[src/rtl/eth_arp_tx_gmii.sv]
// Sends one Ethernet II ARP frame (request or reply) on GMII per accepted
// start pulse: 7x 0x55 preamble, SFD, 42-byte header, zero pad, CRC32 FCS,
// then an inter-frame gap before accepting the next start.
// Ports:
//   clk_125m, rst_n        clock, synchronous active-low reset
//   tx_en_pulse            one-cycle start, honoured only while idle
//   arp_op                 0 = request, 1 = reply
//   src_mac/src_ip         local addresses
//   dst_mac/dst_ip         peer addresses (dst_mac used for reply only)
//   busy                   high from accepted start until end of IFG
//   tx_done                one-cycle pulse once the last FCS byte is sent
//   gmii_tx_clk/txen/txd   GMII transmit interface
module eth_arp_tx_gmii #(
  parameter int unsigned IFG_CYCLES = 12
) (
  input  logic        clk_125m,
  input  logic        rst_n,
  input  logic        tx_en_pulse,
  input  logic        arp_op,
  input  logic [47:0] src_mac,
  input  logic [31:0] src_ip,
  input  logic [47:0] dst_mac,
  input  logic [31:0] dst_ip,
  output logic        busy,
  output logic        tx_done,
  output logic        gmii_tx_clk,
  output logic        gmii_txen,
  output logic [7:0]  gmii_txd
);

  localparam int unsigned CNT_W = 7;
  localparam int unsigned IFG_W = $clog2(IFG_CYCLES + 1);
  localparam int unsigned HDR_W = 336;  // frame bytes 8..49

  typedef enum logic [1:0] {
    ST_IDLE,
    ST_SEND,
    ST_IFG
  } state_t;

  state_t           state;
  logic [CNT_W-1:0] cnt;
  logic [IFG_W-1:0] ifg_cnt;
  logic [31:0]      crc;
  logic [HDR_W-1:0] hdr_sr;
  logic [HDR_W-1:0] hdr_c;
  logic [7:0]       byte_c;
  logic [31:0]      crc_c;

  assign gmii_tx_clk = clk_125m;

  // One byte of the reflected IEEE 802.3 CRC32, data LSB first
  function automatic logic [31:0] crc_byte(input logic [31:0] c_in, input logic [7:0] d);
    logic [31:0] c;
    c = c_in;
    for (int i = 0; i < 8; i++) begin
      if (c[0] ^ d[i]) c = (c >> 1) ^ 32'hEDB8_8320;
      else             c = c >> 1;
    end
    return c;
  endfunction

  // Header image loaded at start; holding it in a shift register also freezes the inputs
  always_comb begin
    hdr_c = {arp_op ? dst_mac : 48'hFFFF_FFFF_FFFF,
             src_mac,
             16'h0806, 16'h0001, 16'h0800, 8'h06, 8'h04,
             arp_op ? 16'h0002 : 16'h0001,
             src_mac, src_ip,
             arp_op ? dst_mac : 48'h0,
             dst_ip};
  end

  // Byte selected by the position counter
  always_comb begin
    byte_c = 8'h00;
    if (cnt < 7'd7)       byte_c = 8'h55;
    else if (cnt == 7'd7) byte_c = 8'hD5;
    else if (cnt < 7'd50) byte_c = hdr_sr[HDR_W-1 -: 8];
    else if (cnt < 7'd68) byte_c = 8'h00;
    else                  byte_c = ~crc[7:0];
  end

  assign crc_c = crc_byte(crc, byte_c);

  // Frame sequencer with registered GMII outputs
  always_ff @(posedge clk_125m) begin
    if (!rst_n) begin
      state     <= ST_IDLE;
      cnt       <= '0;
      ifg_cnt   <= '0;
      crc       <= 32'hFFFF_FFFF;
      hdr_sr    <= '0;
      busy      <= 1'b0;
      tx_done   <= 1'b0;
      gmii_txen <= 1'b0;
      gmii_txd  <= 8'h00;
    end else begin
      tx_done <= 1'b0;
      case (state)
        ST_IDLE: begin
          gmii_txen <= 1'b0;
          gmii_txd  <= 8'h00;
          if (tx_en_pulse) begin
            state  <= ST_SEND;
            busy   <= 1'b1;
            cnt    <= '0;
            crc    <= 32'hFFFF_FFFF;
            hdr_sr <= hdr_c;
          end
        end
        ST_SEND: begin
          if (cnt < 7'd72) begin
            gmii_txen <= 1'b1;
            gmii_txd  <= byte_c;
            cnt       <= cnt + 7'd1;
            if (cnt >= 7'd8 && cnt < 7'd50) hdr_sr <= {hdr_sr[HDR_W-9:0], 8'h00};
            // CRC covers bytes 8..67; during the FCS the register shifts out its next byte
            if (cnt >= 7'd8 && cnt < 7'd68) crc <= crc_c;
            else if (cnt >= 7'd68)          crc <= {8'h00, crc[31:8]};
          end else begin
            gmii_txen <= 1'b0;
            gmii_txd  <= 8'h00;
            tx_done   <= 1'b1;
            ifg_cnt   <= '0;
            state     <= ST_IFG;
          end
        end
        ST_IFG: begin
          // busy drops one edge early so a start can be taken IFG_CYCLES edges after tx_done
          if (ifg_cnt == IFG_W'(IFG_CYCLES - 2)) begin
            busy  <= 1'b0;
            state <= ST_IDLE;
          end else begin
            ifg_cnt <= ifg_cnt + IFG_W'(1);
          end
        end
        default: state <= ST_IDLE;
      endcase
    end
  end

endmodule
[config.mk]
export PLATFORM = sky130hd
export DESIGN_NAME = eth_arp_tx_gmii
export DESIGN_NICKNAME = d
export VERILOG_FILES = /design/src/rtl/eth_arp_tx_gmii.sv
export SDC_FILE = /design/constraint.sdc
export NUM_CORES = 1
export LEC_CHECK = 0
export CORE_AREA = 5 5 234 179
export CTS_BUF_LIST = sky130_fd_sc_hd__clkbuf_4
export CTS_CLUSTER_SIZE = 20
export DETAILED_ROUTE_END_ITERATION = 10
export DIE_AREA = 0 0 239 184
export PLACE_DENSITY_LB_ADDON = 0.12
export RECOVER_POWER = 100
export SETUP_SLACK_MARGIN = 0.5
export SYNTH_ARGS = -nofsm -noshare
export SYNTH_HDL_FRONTEND = slang
export SYNTH_SLANG_ARGS = --single-unit
[constraint.sdc]
create_clock -name clk_125m -period 2.76 [get_ports clk_125m]
set_input_delay 0.552 -clock clk_125m [delete_from_list [all_inputs] [get_ports clk_125m]]
set_output_delay 0.552 -clock clk_125m [all_outputs]
set_load 0.05 [all_outputs]
======== Yosys cells after proc, flatten, opt, wreduce, memory -nomap -nowiden ========
Cells that the tools add are included.
W data, S select, Z words.
word-level totals
  bits in registers ....................... 392
  input bits .............................. 164
  word-level logic and storage cells ...... 100
operators by class
  add/sub/neg operators ................... 2
  magnitude comparators ................... 6
  eq/ne operators ......................... 11
  muxes and demuxes ....................... 42
  bitwise operators ....................... 17
  reductions and logical operators ........ 13
operator list
  cell                   number
  $mux W336              3
  $pmux W336 S2          1
  $mux W32               12
  $not A13 Y14           8
  $mux W48               2
  $pmux W32 S2           1
  $mux W8                5
  $pmux W8 S2            1
  $lt A7 B7 Y1 const B   2
  $mux W7                2
  $pmux W7 S2            1
  $ne A2 B2 Y1 const B   6
  $reduce_and A3 Y1      4
  $mux W2                4
  $mux W4                2
  $not A8 Y8             1
  $pmux W4 S2            1
  $reduce_and A4 Y1      2
  $xor A1 B1 Y1          8
  $add A7 B1 Y7 const B  1
  $eq A7 B3 Y1 const B   1
  $ge A7 B4 Y1 const B   1
  $ge A7 B7 Y1 const B   1
  $lt A7 B3 Y1 const B   1
  other kinds (13)       20

======== Logic depth before layout (Yosys ltp) ========
Gate-level depths: netlist (run 1).
  depth in word-level cells ............... 24
  mapped depth ............................ 11

==> results of run 1 <==
[placed cells by master, fill, tap and decap left out, types with 6 or more instances in the layout]
cell type        Yosys  layout
a211oi_4             0      17
xnor2_4              0       7
xnor2_1             35      22
nand2b_1             8       6
clkbuf_16            0      37
clkbuf_4             0     138
xor2_1              15      15
nor3_1             118      49
o211ai_1            50      50
or3_1                9       8
and2_1              50      50
nand2_1            327     304
a311oi_1           105      36
dfxtp_1            392     386
a211oi_2             1      72
buf_6                5      76
clkdlybuf4s50_1      0     162
buf_16               0      31
buf_8                0      23
xnor2_2              2       8
a21oi_2              0      21
nand2_2              1       9
nor2_1             278     128
nand3b_1            49      49
nor3_4               0       8
nor2_2               1      27
a211oi_1            98      10
nand2_4              0      14
o21ai_0             22      12
nor3_2               2      63
clkinv_1             0      23
clkdlybuf4s15_2      0       9
nand3_1            134     131
buf_4                4      98
nor2_4               0     126
a311oi_2             0      69
buf_12               0      46
a21oi_1            162     138
o21ai_1              2      10
[routing by layer]
layer / vias to the layer above / part of all wire, %
li1: 8507 / -
met1: 9130 / 45
met2: 797 / 46
met3: 140 / 7.1
met4: 0 / 2.7
met5: - / 0
[metrics by stage]
stage | util (%) | TNS, ns | worst slack (ns) | std cells
after detailed placement | 51.95 | -0.7951 | -0.2384 | 2770
after global routing | 71.72 | -20.03 | -0.3760 | 3139
final | 71.72 | -5.688 | -0.2641 | 3139
after global placement | 51.95 | -0.8148 | -0.2642 | 2770
after floorplan | - | -0.3230 | -0.1909 | 2167
after CTS | 59.59 | -1.131 | -0.2016 | 3013
[sequential cells by signal, summed over array words and instances, names as in the netlist, 2 cells and up]
signal / count
cnt: 7
crc: 32
gmii_txd: 8
hdr_sr: 336
ifg_cnt: 4
state: 2
[how the worst max path moves through the flow]
stage	from	endpoint	slack, ns	depth (start not counted)
2_1_floorplan	cnt[1]$_SDFFE_PN0P_	crc[19]$_SDFFE_PN1P_	-0.19	9
3_3_place_gp	cnt[1]$_SDFFE_PN0P_	crc[20]$_SDFFE_PN1P_	-0.26	10
3_5_place_dp	cnt[1]$_SDFFE_PN0P_	crc[23]$_SDFFE_PN1P_	-0.24	10
4_1_cts	cnt[5]$_SDFFE_PN0P_	crc[20]$_SDFFE_PN1P_	-0.20	10
5_1_grt	cnt[1]$_SDFFE_PN0P_	crc[23]$_SDFFE_PN1P_	-0.38	11
6_report	cnt[1]$_SDFFE_PN0P_	crc[23]$_SDFFE_PN1P_	-0.26	11
[worst max-delay path, cell delays in order (launching register included)]
cell,delay [ns]
dfxtp_4,0.36
ha_4,0.16
nand4b_1,0.27
buf_4,0.22
buf_6,0.12
a32oi_4,0.22
mux2i_4,0.32
xnor2_2,0.16
xnor2_1,0.17
xnor3_1,0.49
or3_1,0.32
a31oi_1,0.16
[power breakdown]
| group | internal (W) | switching [W] | leakage (nW) | total [W] |
|---|---|---|---|---|
| Combinational | 0.00158 | 0.00168 | 6.06 | 0.00325 |
| Clock | 0.00262 | 0.00255 | 0.731 | 0.00518 |
| Sequential | 0.00603 | 0.000373 | 3.22 | 0.00640 |
[kinds of logic (layout without fill, tap and decap cells)]
| group | count (synthesis) | in the layout | synth area share [%] |
|---|---|---|---|
| mux | 4 | 4 | 0.2718 |
| other cells | 0 | 4 | 0 |
| xor+xnor | 57 | 57 | 3.376 |
| flops | 392 | 392 | 44.86 |
| simple gates | 1007 | 1009 | 26.49 |
| buf+inv | 214 | 660 | 5.307 |
| fa+ha+maj | 4 | 4 | 0.2861 |
| compound gates | 489 | 489 | 19.41 |
[area by class of cell]
cell class	instances	share of cell area, %
multi-input combinational	1563	42.41
sequential	392	27.99
timing repair buffer	487	22.71
clock buffer	139	3.763
tap	520	2.316
clock inverter	29	0.6902
inverter	5	0.09351
antenna	4	0.03562
[repair_timing]
item | CTS | global route
cloned | 25 | 48
hold buffers | 0 | 0
setup endpoints to repair | 357 | 376
pin swaps | 159 | 311
buffers inserted | 51 | 74
resized for setup | 186 | 697
==> results.cfg, run 1 <==
[cells_and_area]
design_area_mm2 = 0.02810
area_growth_pct = 60.63
nNetsFinal = 2719
fillers = 2766
drive_above_1_share_pct = 37.36
seqCellArea_mm2 = 0.007865
multi_input_area_mm2 = 0.01192

[floorplan]
rows = 63
start_util_pct = 44.65
coreArea_mm2 = 0.03918
die_h_um = 184
io_pins = 176
die_w_um = 239
fp.dieArea_mm2 = 0.04398

[hold_path]
whs_path_depth = 3
hp-start = arp_op
hp-class = in2reg
hold_end = hdr_sr[71]$_SDFFE_PN0P_

[setup_path]
cp_data_required_time_ns = 3.61
r2r-end = crc[23]$_SDFFE_PN1P_
crit_path_max_fanout = 4
timing.rr.start = cnt[1]$_SDFFE_PN0P_
ff2ff_path_depth = 11
regToRegSetupSlack_ns = -0.26
endpoint_kind = flip-flop
worstSetupPathType = reg2reg
crit_arrival_ns = 3.88
startpoint_type = flip-flop

[global_route]
antenna_found_initial = 2
grt_pass1_wl_um = 91550
grt_start_max_net_pins = 191
busiest_layer = met2
grt_overflow = 0
track_usage_pct = 25.60
grt_util_met3_pct = 5.039
grt_pass1_vias = 16530
grtUsageMet1_pct = 37.71
grtUsageMet2_pct = 38.41

[drt]
wl_per_cell_um = 22.36
drt_wl_total_um = 70190
first_pass_iters = 5
drc = 0
vias = 18574
post_drt_via_cell_ratio = 5.917
drtIter0Drc = 1918
detail-route-antenna-nets = 0

[clock_network]
clk_pin_slew_ns = 0.08
tritoncts = yes
clk-insertion-delay-late_ns = 0.92

[yosys]
netlist-cell-type-count = 75
synth_top_cell_by_area = dfxtp_1
synth_area_mm2 = 0.01749
yosys.cell_count.top_type = dfxtp_1
synth_top_area_share_pct = 44.86
ys_ff_latch = 392
syn_inst = 2167
syn_avg_cell_area_um2 = 8.072
synthFlopType = dfxtp_1
synth_area_leaders = dfxtp_1 (45%), nand2_1 (7.0%), nor2_1 (6.0%)
synthesis.nets = 2335
synthArstFlopShare_pct = 0
synth-seq-area-share_pct = 44.86
synth_edf_count = 0
ys_warn_count = 0
synthTopCellsByCount = dfxtp_1 (392), nand2_1 (327), nor2_1 (278)

[place]
placed_cell_area_mm2 = 0.02035
gp_congestion = 0.8866
dp_hpwl_um = 35310
port-buffer-count = 175

[sta]
setup_viol = 100
hold_viol = 0
slew_viol_final = 0
slew_headroom_pct = 40.83
setup_slack_ns = -0.2641
whs_ns = 0.1841
rsz0062_at_grt = yes
period_share_pct = 109.6
max_freq_mhz = 330.7
fin_skew_ns = 0.05176
worst_slew_pin_slew_ns = 0.8876
period_minus_slack_ns = 3.024

[status]
violations = setup timing
outcome = complete, but fails checks

[pwr]
p_total_w = 0.01483
p_leak_nw = 10.01
p_per_area_mw_per_mm2 = 527.8
peakVddDrop_v = 0.0003820

[job]
drv_cap = 0
(Power assumes the default switching activity.)
==> run 2: changes to the inputs <==
MAX_ROUTING_LAYER = met4   (was unset)
SKIP_CTS_REPAIR_TIMING = 1   (was unset)
clock period = 2.6 ns   (was 2.76 ns; I/O delays follow)
==> results.cfg, run 2 (synthesis results as in run 1) <==
[floorplan]
io_pins = 176
die_w_um = 239
coreArea_mm2 = 0.03918
die_h_um = 184
start_util_pct = 44.65
rows = 63
fp.dieArea_mm2 = 0.04398

[cells_and_area]
fillers = 3573
largest_reg_flops = 336
nNetsFinal = 2581
final_common_cell = dfxtp_1
seqCellArea_mm2 = 0.007863
layout_common_cells = dfxtp_1 (386), nand2_1 (325), nor2_1 (275), clkdlybuf4s50_1 (163), a21oi_1 (159)
multi_input_area_mm2 = 0.009796
drive_above_1_share_pct = 21.49
utilization_pct = 58.84
top_regs = hdr_sr (336), crc (32), gmii_txd (8)
area_growth_pct = 31.77
regMostFlops = hdr_sr

[pwr]
p_per_area_mw_per_mm2 = 609.4
p_total_w = 0.01405
peakVddDrop_v = 0.0003368
p_leak_nw = 8.165

[setup_path]
cp_data_required_time_ns = 3.40
regToRegSetupSlack_ns = -0.36
cp_num_buf_inv = 1
path_cells = or4_4, buf_6, nor2_8, nor3_2, or4_4, xor3_2, xnor2_2, or3_1, a31oi_1
critPathSlowestCell = or4_4
crit_path_max_fanout = 8
worstSetupPathType = reg2reg
endpoint_kind = flip-flop
startpoint_type = flip-flop
startpoint = cnt[3]$_SDFFE_PN0P_
cpMostUsedCell = or4_4
r2r-end = crc[19]$_SDFFE_PN1P_
ff2ff_path_depth = 9
timing.rr.start = cnt[3]$_SDFFE_PN0P_
crit_arrival_ns = 3.76
crit_path_max_incr_delay_ns = 0.57
path_delay_family = simple AND/OR/NAND/NOR gates

[sta]
period_minus_slack_ns = 2.959
slew_headroom_pct = 49.26
worst_slew_pin_slew_ns = 0.7593
hold_viol = 0
setup_slack_ns = -0.3595
whs_ns = 0.1489
rsz0062_at_grt = yes
max_freq_mhz = 337.9
fin_skew_ns = 0.05852
setup_viol = 162
period_share_pct = 113.8
slew_viol_final = 0

[hold_path]
whs_path_depth = 3
hold_end = hdr_sr[53]$_SDFFE_PN0P_
hp-class = in2reg
hp-start = arp_op

[drt]
drt_wl_total_um = 55260
drtIter0Drc = 1440
wl_per_cell_um = 18.49
post_drt_via_cell_ratio = 5.589
drc = 0
detail-route-antenna-nets = 0
first_pass_iters = 7
vias = 16705

[status]
outcome = complete, but fails checks
violations = setup timing

[global_route]
grt_overflow = 0
grt_start_max_net_pins = 145
grt_pass1_vias = 15713
grt_pass1_wl_um = 85040
track_usage_pct = 24.33
antenna_found_initial = 2

[place]
gp_congestion = 0.8472
dp_hpwl_um = 36350
port-buffer-count = 175
post-place-ws_ns = -0.3693

[clock_network]
clk_pin_slew_ns = 0.07
tritoncts = yes
clk-insertion-delay-late_ns = 0.90

[job]
drv_cap = 0
[run 2: cell types whose count changed in the layout (fill, tap and decap cells not counted), moves of 26 or more]
| cell | change |
|---|---|
| nor2_1 | +147 |
| nor2_4 | -123 |
| a311oi_1 | +69 |
| a311oi_2 | -69 |
| nor3_1 | +59 |
| buf_6 | -58 |
| nor3_2 | -52 |
| clkbuf_16 | -34 |
| buf_16 | -27 |
| buf_4 | +27 |
| nor2_2 | -26 |
[run 2: through the flow]
step	cells	TNS, ns	area, µm²
6_report	2989	-9.378	23050
3_5_place_dp	2793	-3.563	21100
3_3_place_gp	2793	-2.848	21100
4_1_cts	2949	-5.373	22260
5_1_grt	2987	-45.54	23050
2_1_floorplan	2167	-1.106	18490
[run 2: area by class of cell]
cell class / count / share of cell area (%)
clock inverters: 12 / 0.3691
flip-flops and latches: 392 / 34.11
clock buffers: 145 / 4.771
multi-input cells: 1563 / 42.50
inverters: 5 / 0.1140
repair buffers: 349 / 15.29
diodes: 3 / 0.03257
well taps: 520 / 2.823
[run 2: layer usage]
metal,up-vias,global-route usage [%],share of wire (%)
met4,0,6.229,1.4
met3,54,4.229,5.1
li1,8211,-,-
met5,-,-,0
met2,394,35.57,45
met1,8046,35.01,48
[run 2: how the worst max path moves through the flow]
stage	endpoint	slack, ns	cells past startpoint
after detailed placement	crc[19]$_SDFFE_PN1P_	-0.37	10
after global placement	crc[20]$_SDFFE_PN1P_	-0.33	11
after floorplan	crc[19]$_SDFFE_PN1P_	-0.35	9
after CTS	crc[20]$_SDFFE_PN1P_	-0.44	11
final	crc[19]$_SDFFE_PN1P_	-0.36	9
after global routing	crc[19]$_SDFFE_PN1P_	-0.43	11
[run 2: report_power, final]
part	internal, W	switching [W]	total, W
sequential	0.00640	0.000263	0.00666
combinational	0.000916	0.00123	0.00214
clock	0.00266	0.00258	0.00524
total	0.00997	0.00407	0.0140
[run 2: tightest hold or removal path: stages]
cell	delay [ns]
buf_2	0.27
nand3_1	0.13
a311oi_1	0.08
